<file path="src/rtl/sprite_fetch_arbiter.sv">
// sprite_fetch_arbiter
// Shares the single registered read port of the on-chip sprite RAM between
// NUM_REQ tower draw units. Requests are arbitrated round-robin. The granted
// (x,y) coordinate is turned into a linear RAM address. The RAM's one-cycle
// registered read is absorbed by a second pipeline stage. The block returns a
// tagged pixel together with a transparency flag.
//
// Ports
//   Clk, Reset        clock; synchronous active-high reset
//   frame_start       1-cycle pulse; flushes the pipeline and the RR pointer
//   req/req_x/req_y   per-requester request and packed coordinates
//   gnt               one-hot combinational grant in the request cycle
//   mem_read_address  registered address to the sprite RAM
//   mem_data          registered read data from the sprite RAM
//   rd_valid/rd_id    response valid and requester index (grant + 2 cycles)
//   rd_pixel          pixel, KEY_COLOR for out-of-range coordinates
//   rd_transparent    pixel is KEY_COLOR or coordinate was out of range
module sprite_fetch_arbiter #(
  parameter int                NUM_REQ     = 4,
  parameter int                ID_W        = 2,
  parameter int                COORD_W     = 6,
  parameter int                SPRITE_W    = 50,
  parameter int                SPRITE_H    = 50,
  parameter int                SPRITE_BASE = 0,
  parameter int                ADDR_W      = 19,
  parameter int                DATA_W      = 24,
  parameter logic [DATA_W-1:0] KEY_COLOR   = '0
) (
  input  logic                       Clk,
  input  logic                       Reset,
  input  logic                       frame_start,
  input  logic [NUM_REQ-1:0]         req,
  input  logic [NUM_REQ*COORD_W-1:0] req_x,
  input  logic [NUM_REQ*COORD_W-1:0] req_y,
  output logic [NUM_REQ-1:0]         gnt,
  output logic [ADDR_W-1:0]          mem_read_address,
  input  logic [DATA_W-1:0]          mem_data,
  output logic                       rd_valid,
  output logic [ID_W-1:0]            rd_id,
  output logic [DATA_W-1:0]          rd_pixel,
  output logic                       rd_transparent
);

  logic               clear;
  logic [ID_W-1:0]    ptr;
  logic [ID_W-1:0]    cand;
  logic [ID_W-1:0]    gnt_id;
  logic               gnt_any;
  logic [COORD_W-1:0] sel_x;
  logic [COORD_W-1:0] sel_y;
  logic               sel_oor;

  logic               vld_p1;
  logic [ID_W-1:0]    id_p1;
  logic               oor_p1;
  logic               vld_p2;
  logic [ID_W-1:0]    id_p2;
  logic               oor_p2;
  logic               out_en;

  // Linear sprite address; out-of-range coordinates read the sprite base.
  function automatic logic [ADDR_W-1:0] sprite_addr(input logic [COORD_W-1:0] x,
                                                    input logic [COORD_W-1:0] y,
                                                    input logic              oor);
    if (oor) return ADDR_W'(SPRITE_BASE);
    return ADDR_W'(SPRITE_BASE) + ADDR_W'(y) * ADDR_W'(SPRITE_W) + ADDR_W'(x);
  endfunction

  // Reset and frame_start share one flush path.
  assign clear = Reset | frame_start;

  // S0: round-robin scan starting at ptr; the first hit wins.
  always_comb begin
    gnt_any = 1'b0;
    gnt_id  = '0;
    cand    = '0;
    for (int k = 0; k < NUM_REQ; k++) begin
      cand = ID_W'((int'(ptr) + k) % NUM_REQ);
      if (!gnt_any && req[cand]) begin
        gnt_any = 1'b1;
        gnt_id  = cand;
      end
    end
    if (clear) gnt_any = 1'b0;
  end

  assign gnt     = gnt_any ? ({{(NUM_REQ-1){1'b0}}, 1'b1} << gnt_id) : '0;
  assign sel_x   = req_x[int'(gnt_id)*COORD_W +: COORD_W];
  assign sel_y   = req_y[int'(gnt_id)*COORD_W +: COORD_W];
  assign sel_oor = (32'(sel_x) >= SPRITE_W) || (32'(sel_y) >= SPRITE_H);

  // S0 -> S1 -> S2 control. The address and ids are cleared as well, so the
  // RAM port and rd_id read back as zero after a flush.
  always_ff @(posedge Clk) begin
    if (clear) begin
      ptr              <= '0;
      vld_p1           <= 1'b0;
      vld_p2           <= 1'b0;
      id_p1            <= '0;
      id_p2            <= '0;
      mem_read_address <= '0;
    end else begin
      vld_p1 <= gnt_any;
      vld_p2 <= vld_p1;
      id_p2  <= id_p1;
      if (gnt_any) begin
        ptr              <= (gnt_id == ID_W'(NUM_REQ-1)) ? '0 : gnt_id + ID_W'(1);
        id_p1            <= gnt_id;
        mem_read_address <= sprite_addr(sel_x, sel_y, sel_oor);
      end
    end
  end

  // S0 -> S1 -> S2 data; validity is carried by vld_p1/vld_p2.
  always_ff @(posedge Clk) begin
    if (gnt_any) oor_p1 <= sel_oor;
    oor_p2 <= oor_p1;
  end

  // S2: RAM data is aligned with the stage-2 tags. A flush cycle also hides
  // the response that was about to leave.
  assign out_en         = vld_p2 & ~clear;
  assign rd_valid       = out_en;
  assign rd_id          = clear ? '0 : id_p2;
  assign rd_pixel       = out_en ? (oor_p2 ? KEY_COLOR : mem_data) : '0;
  assign rd_transparent = out_en & (oor_p2 | (mem_data == KEY_COLOR));

endmodule

</file>
<file path="config.mk">
export PLATFORM = sky130hd
export DESIGN_NAME = sprite_fetch_arbiter
export DESIGN_NICKNAME = d
export VERILOG_FILES = /design/src/rtl/sprite_fetch_arbiter.sv
export SDC_FILE = /design/constraint.sdc
export NUM_CORES = 1
export LEC_CHECK = 0
export ABC_AREA = 0
export BUFFER_PORTS_ARGS = -buffer_cell sky130_fd_sc_hd__buf_2
export CORE_MARGIN = 2
export CORE_UTILIZATION = 46
export DETAILED_ROUTE_END_ITERATION = 10
export PLACE_DENSITY = 0.81
export SYNTH_ARGS = -nofsm -noshare
export SYNTH_HDL_FRONTEND = slang
export SYNTH_SLANG_ARGS = --single-unit
</file>
<file path="constraint.sdc">
create_clock -name Clk -period 6.05 [get_ports Clk]
set_clock_uncertainty 0.15 [all_clocks]
set_input_delay 0.3025 -clock Clk [delete_from_list [all_inputs] [get_ports Clk]]
set_output_delay 0.3025 -clock Clk [all_outputs]
set_load 0.02 [all_outputs]
</file>
* Word-level counts from Yosys, hierarchy flattened
Cells that the tools add are included.
** Word-level totals
- Input bits :: 79
- Flip-flop bits (word level) :: 29
** Operators by class
- Shifts and indexed selects :: 3
- Magnitude comparators :: 6
- Multiplexer cells :: 27
- Add/sub/neg operators :: 5
- Reduce and logical (&&, ||, !) cells :: 8
- Bitwise logic cells :: 5
- Equal/unequal tests :: 1
- $mul :: 2
** Operators by type and width (number)
- two-way mux 24 bit :: 2
- two-way mux 19 bit :: 2
- variable part select 24 x 32 -> 6 bit :: 1
- logical NOT 24 bit :: 1
- variable part select 24 x 6 -> 6 bit :: 1
- adder 12 x 6 -> 13 bit :: 1
- >= comparator 6 bit, second input constant :: 2
- less-than comparator 2 x 3 -> 1 bit, second input constant :: 4
- two-way mux 1 bit :: 12
- two-way mux 2 bit :: 6
- multiplier 6 x 5 -> 11 bit, second input constant :: 1
- binary-select mux 1 bit (select 2 bit) :: 4
- adder 2 x 1 -> 2 bit, second input constant :: 2
- adder 2 bit, second input constant :: 2
- multiplier 2 x 2 -> 4 bit, second input constant :: 1
- two-way mux 4 bit :: 1
- << shifter 1 x 2 -> 4 bit, first input constant :: 1
- logical AND 1 bit :: 3
- logical NOT 1 bit :: 3
- bitwise AND 1 bit :: 2
- == test 2 bit, second input constant :: 1
- bitwise OR 1 bit :: 2
- logical OR 1 bit :: 1
- NOT 1 bit :: 1

* Logic depth before layout (Yosys ltp)
- Depth after elaboration :: 20
- Depth in mapped cells :: 22
- Depth with buffers taken out :: 20

* Worst setup path before layout
Ideal clock, no wire load.
- Path kind :: reg2reg
- From :: register ptr[1]
- To :: register mem_read_address[11]
- Path slack :: 1.172 ns
- Path buffers :: 2
- Period minus slack after synthesis :: 4.878 ns
- Stages on the path, launching flop included :: 22
- Required time :: 5.838 ns
- Data arrival time :: 4.665 ns
- Path through :: dfxtp_1 and2_4 o211a_2 nor2_8 buf_8 buf_2 mux2_2 o21ai_0 inv_1 ha_1 ha_1 ha_1 fa_1 a21oi_1 nor2_1 nor2_1 xnor2_1 inv_1 nor2_1 nand2_1 or4b_1 nand3_1
** On the way
- Cells in the longest elaborated chain, start to end :: 20
** Ends and longest elaborated chain
- from (decl) :: RTL line 45 : logic [ID_W-1:0] ptr;
- from (signal assigned) :: RTL line 107 : ptr <= (gnt_id == ID_W'(NUM_REQ-1)) ? '0 : gnt_id + ID_W'(1);
- parallel branches: the longest is 11 deep, another holds adder 2 x 1 -> 2 bit
- two-way mux 2 bit * :: RTL line 79 : if (!gnt_any && req[cand]) begin
- named net gnt_id[1] :: RTL line 47 : logic [ID_W-1:0] gnt_id;
- multiplier 2 x 2 -> 4 bit * :: RTL line 88, 89
- parallel branches: the longest is 6 deep, another holds adder 12 x 6 -> 13 bit
- two-way mux 19 bit * :: RTL line 66 : return ADDR_W'(SPRITE_BASE) + ADDR_W'(y) * ADDR_W'(SPRITE_W) + ADDR_W'(x);
- to (signal assigned) :: RTL line 109 : mem_read_address <= sprite_addr(sel_x, sel_y, sel_oor);
- to (decl) :: RTL line 36 : output logic [ADDR_W-1:0] mem_read_address,
Mark *: on every way through the listed nets, which the timed path passes. The select of a mux whose other input is x is not followed.
A chain may end at the register's enable or synchronous reset.

* Worst setup path after layout
- From :: register ptr[1]
- To :: register mem_read_address[11]
** On the way
- Cells in the longest elaborated chain, start to end :: 20
** Ends and longest elaborated chain
- parallel branches: the longest is 20 deep, another holds multiplier 2 x 2 -> 4 bit
Parallel ways; which one is timed is not known. The select of a mux whose other input is x is not followed.

==> impl_metrics.env <==
export IMPL_status="completed"
export IMPL_yosysSeqAreaShare_pct=18.8
export IMPL_power_density_nw_per_um2=267
export IMPL_synth_edff_count=1
export IMPL_endpoint_kind="flop"
export IMPL_crit_type="flop to flop"
export IMPL_rsz0062_at_grt="false"
export IMPL_peakVddDrop_mv=0.124
export IMPL_postLayoutSetupSlackWorst_ns=0.956
export IMPL_grt_pass1_vias=2316
export IMPL_postCtsSetupBuffers=0
export IMPL_antennaDiodeCount=0
export IMPL_layout_common_cells="buf_2 (123), and2_1 (29), ha_1 (29)"
export IMPL_worst_ep_required_time_ns=6.10
export IMPL_first_pass_iters=4
export IMPL_cts_tree="yes"
export IMPL_top_layer_used="met4"
export IMPL_vias_per_cell=5.14
export IMPL_layout_nets=523
export IMPL_worstPathArrival_ns=5.14
export IMPL_dp_slack_ns=0.892
export IMPL_startpoint_type="flop"
export IMPL_cts_resized_gates=0
export IMPL_ctsHoldBuffers=0
export IMPL_drv_slew=0
export IMPL_hold_viol_final=0
export IMPL_holdCritPathClass="flop to flop"
export IMPL_yosys_warnings=0
export IMPL_insertion_delay_ns=0.26
export IMPL_grtUsageTotal_pct=19.6
export IMPL_finalSetupViolCount=0
export IMPL_path_max_fanout=24
export IMPL_syn_to_final_growth_pct=26.7
export IMPL_grt_max_degree=25
export IMPL_grt_overflow_total=0
export IMPL_ys_types=54
export IMPL_grt_pass1_wl_mm=9.94
export IMPL_htreeDepth=1
export IMPL_clockBufferDepth=2
export IMPL_synthFlopType="dfxtp_1"
export IMPL_fmax_ghz=0.196
export IMPL_drive_above_1_share_pct=35.6
export IMPL_drtAntennaViolNets=0
export IMPL_wl_met1_mm=2.46
export IMPL_cts_root_buf="clkbuf_8"
export IMPL_start_util_pct=48.3
export IMPL_wl_met3_um=443
export IMPL_cpMaxStageDelayCell="or4b_1"
export IMPL_multi_input_area_um2=1870
export IMPL_hpwlAfterDp_mm=5.20
export IMPL_core_area_um2=5170
export IMPL_wire_per_inst_um=12.6
export IMPL_timing_hold_ws_ns=0.187
export IMPL_leakagePower_nw=1.67
export IMPL_final_common_cell="buf_2"
export IMPL_drt_iter0_markers=67
export IMPL_max_cap_violations=0
export IMPL_core_rowCount=26
export IMPL_worst_pin_slew_ns=1.03
export IMPL_setup_tns_final_ns=0
export IMPL_vias=2484
export IMPL_worstPathCellList="and2_4 > o211a_2 > nor2_8 > mux2_2 > o21ai_0 > inv_1 > ha_1 > ha_1 > ha_1 > fa_1 > a21oi_1 > nor2_1 > nor2_1 > xnor2_1 > inv_1 > nor2_1 > nand2_1 > or4b_1 > nand3_1"
export IMPL_die_y_um=77.7
export IMPL_seqCellArea_um2=470
export IMPL_ioPinCount=130
export IMPL_dr_wl_met2_mm=3.16
export IMPL_cts_made_buffers=3
export IMPL_antenna_found_initial=0
export IMPL_die_area_um2=6040
export IMPL_syn_inst=296
export IMPL_portBuffers=123
export IMPL_power_total_mw=0.846
export IMPL_drc=0
export IMPL_post_synth_cell_area_avg_um2=8.45
export IMPL_crit_path_max_incr_delay_ns=0.48
export IMPL_syn_cell_area_um2=2500
export IMPL_period_share_pct=84.2
export IMPL_totalWireLength_mm=6.10
export IMPL_ys_ff_latch=23
export IMPL_cts_sinks=23
export IMPL_layout_min_cycle_time_ns=5.09
export IMPL_relSlewSlack_pct=30.9
export IMPL_gp_congestion=0.936
export IMPL_cts_clk_slew_worst_paths_ns=0.09
export IMPL_fillers=469
export IMPL_async_reset_ff_share_pct=0
export IMPL_die_w_um=77.7
==> per-stage QoR <==
stage	cells	instance area, um2	utilization, %
2_1_floorplan	301	2520	-
3_3_place_gp	479	3120	60.3
3_5_place_dp	479	3120	60.3
4_1_cts	483	3170	61.2
5_1_grt	483	3170	61.2
6_report	483	3170	61.2
==> final cells by class <==
cell class              instances  area share (%)
clock buffers                   3            1.30
clock inverters                 1           0.197
inverters                      18            2.37
multi-input cells             245            59.1
flip-flops and latches         23            14.8
well taps                      70            2.76
repair buffers                123            19.4
==> final timing paths <==
check	from	endpoint	slack [ns]	depth (start not counted)
setup / recovery	ptr[1]	mem_read_address[11]	0.96	19
hold / removal	oor_p1	oor_p2	0.19	0
setup reg to reg	ptr[1]	mem_read_address[11]	0.96	19
hold reg to reg	oor_p1	oor_p2	0.19	0
==> power by group <==
part | leakage (nW) | switching, mW | internal (mW)
combinational | 1.45 | 0.329 | 0.238
clock | 0.0260 | 0.0483 | 0.0468
sequential | 0.189 | 0.0107 | 0.173
total | 1.67 | 0.388 | 0.457
==> cell usage after synthesis (all sizes together) (2+ instances only) <==
cell / count / area (um2)
a21oi: 11 / 55.1
a22o: 3 / 26.3
a22oi: 3 / 22.5
a31oi: 4 / 25.0
a32oi: 2 / 17.5
and2: 32 / 205
and3: 4 / 25.0
buf: 11 / 92.6
clkbuf: 4 / 15.0
dfxtp: 22 / 440
ha: 29 / 363
inv: 18 / 75.1
mux2: 7 / 82.6
mux2i: 22 / 220
nand2: 19 / 71.3
nand2b: 3 / 18.8
nand3: 15 / 85.1
nor2: 24 / 106
nor4: 8 / 65.1
o211ai: 5 / 37.5
o21ai: 7 / 35.0
o21bai: 3 / 22.5
o221ai: 2 / 17.5
or3: 2 / 12.5
or4b: 4 / 40.0
xnor2: 10 / 87.6
xor2: 5 / 43.8
==> metal layers <==
| layer | vias to the layer above | track usage, % |
|---|---|---|
| li1 | 1276 | - |
| met1 | 1098 | 21.8 |
| met2 | 108 | 39.6 |
| met3 | 2 | 2.33 |
| met4 | 0 | 2.86 |
| met5 | - | 0 |
==> logic make-up after synthesis <==
family	count (synthesis)	share of synthesized area [%]
muxes	29	12.1
DFF	23	18.8
other	1	0.150
AOI/OAI and AO/OA	48	13.9
adders and majority gates	30	15.3
xor gates and xnor gates	15	5.26
buffers and inverters	33	7.31
and+or+nand+nor	117	27.2
==> critical path: cells and delay by family, from the launching register on <==
| family | cells | cell delay, ns |
|---|---|---|
| adder cells (fa/ha/maj) | 4 | 1.25 |
| multiplexers | 1 | 0.40 |
| flip-flops | 1 | 0.37 |
| XOR/XNOR | 1 | 0.18 |
| buffers and inverters | 2 | 0.20 |
| AND/OR/NAND/NOR | 8 | 1.61 |
| AO/OA/AOI/OAI | 3 | 0.87 |
==> sequential cells by signal, indices dropped and copies added, names as in the netlist <==
signal            count
id_p1                 2
id_p2                 2
mem_read_address     13
oor_p1                1
oor_p2                1
ptr                   2
vld_p1                1
vld_p2                1
(Power assumes the default switching activity.)
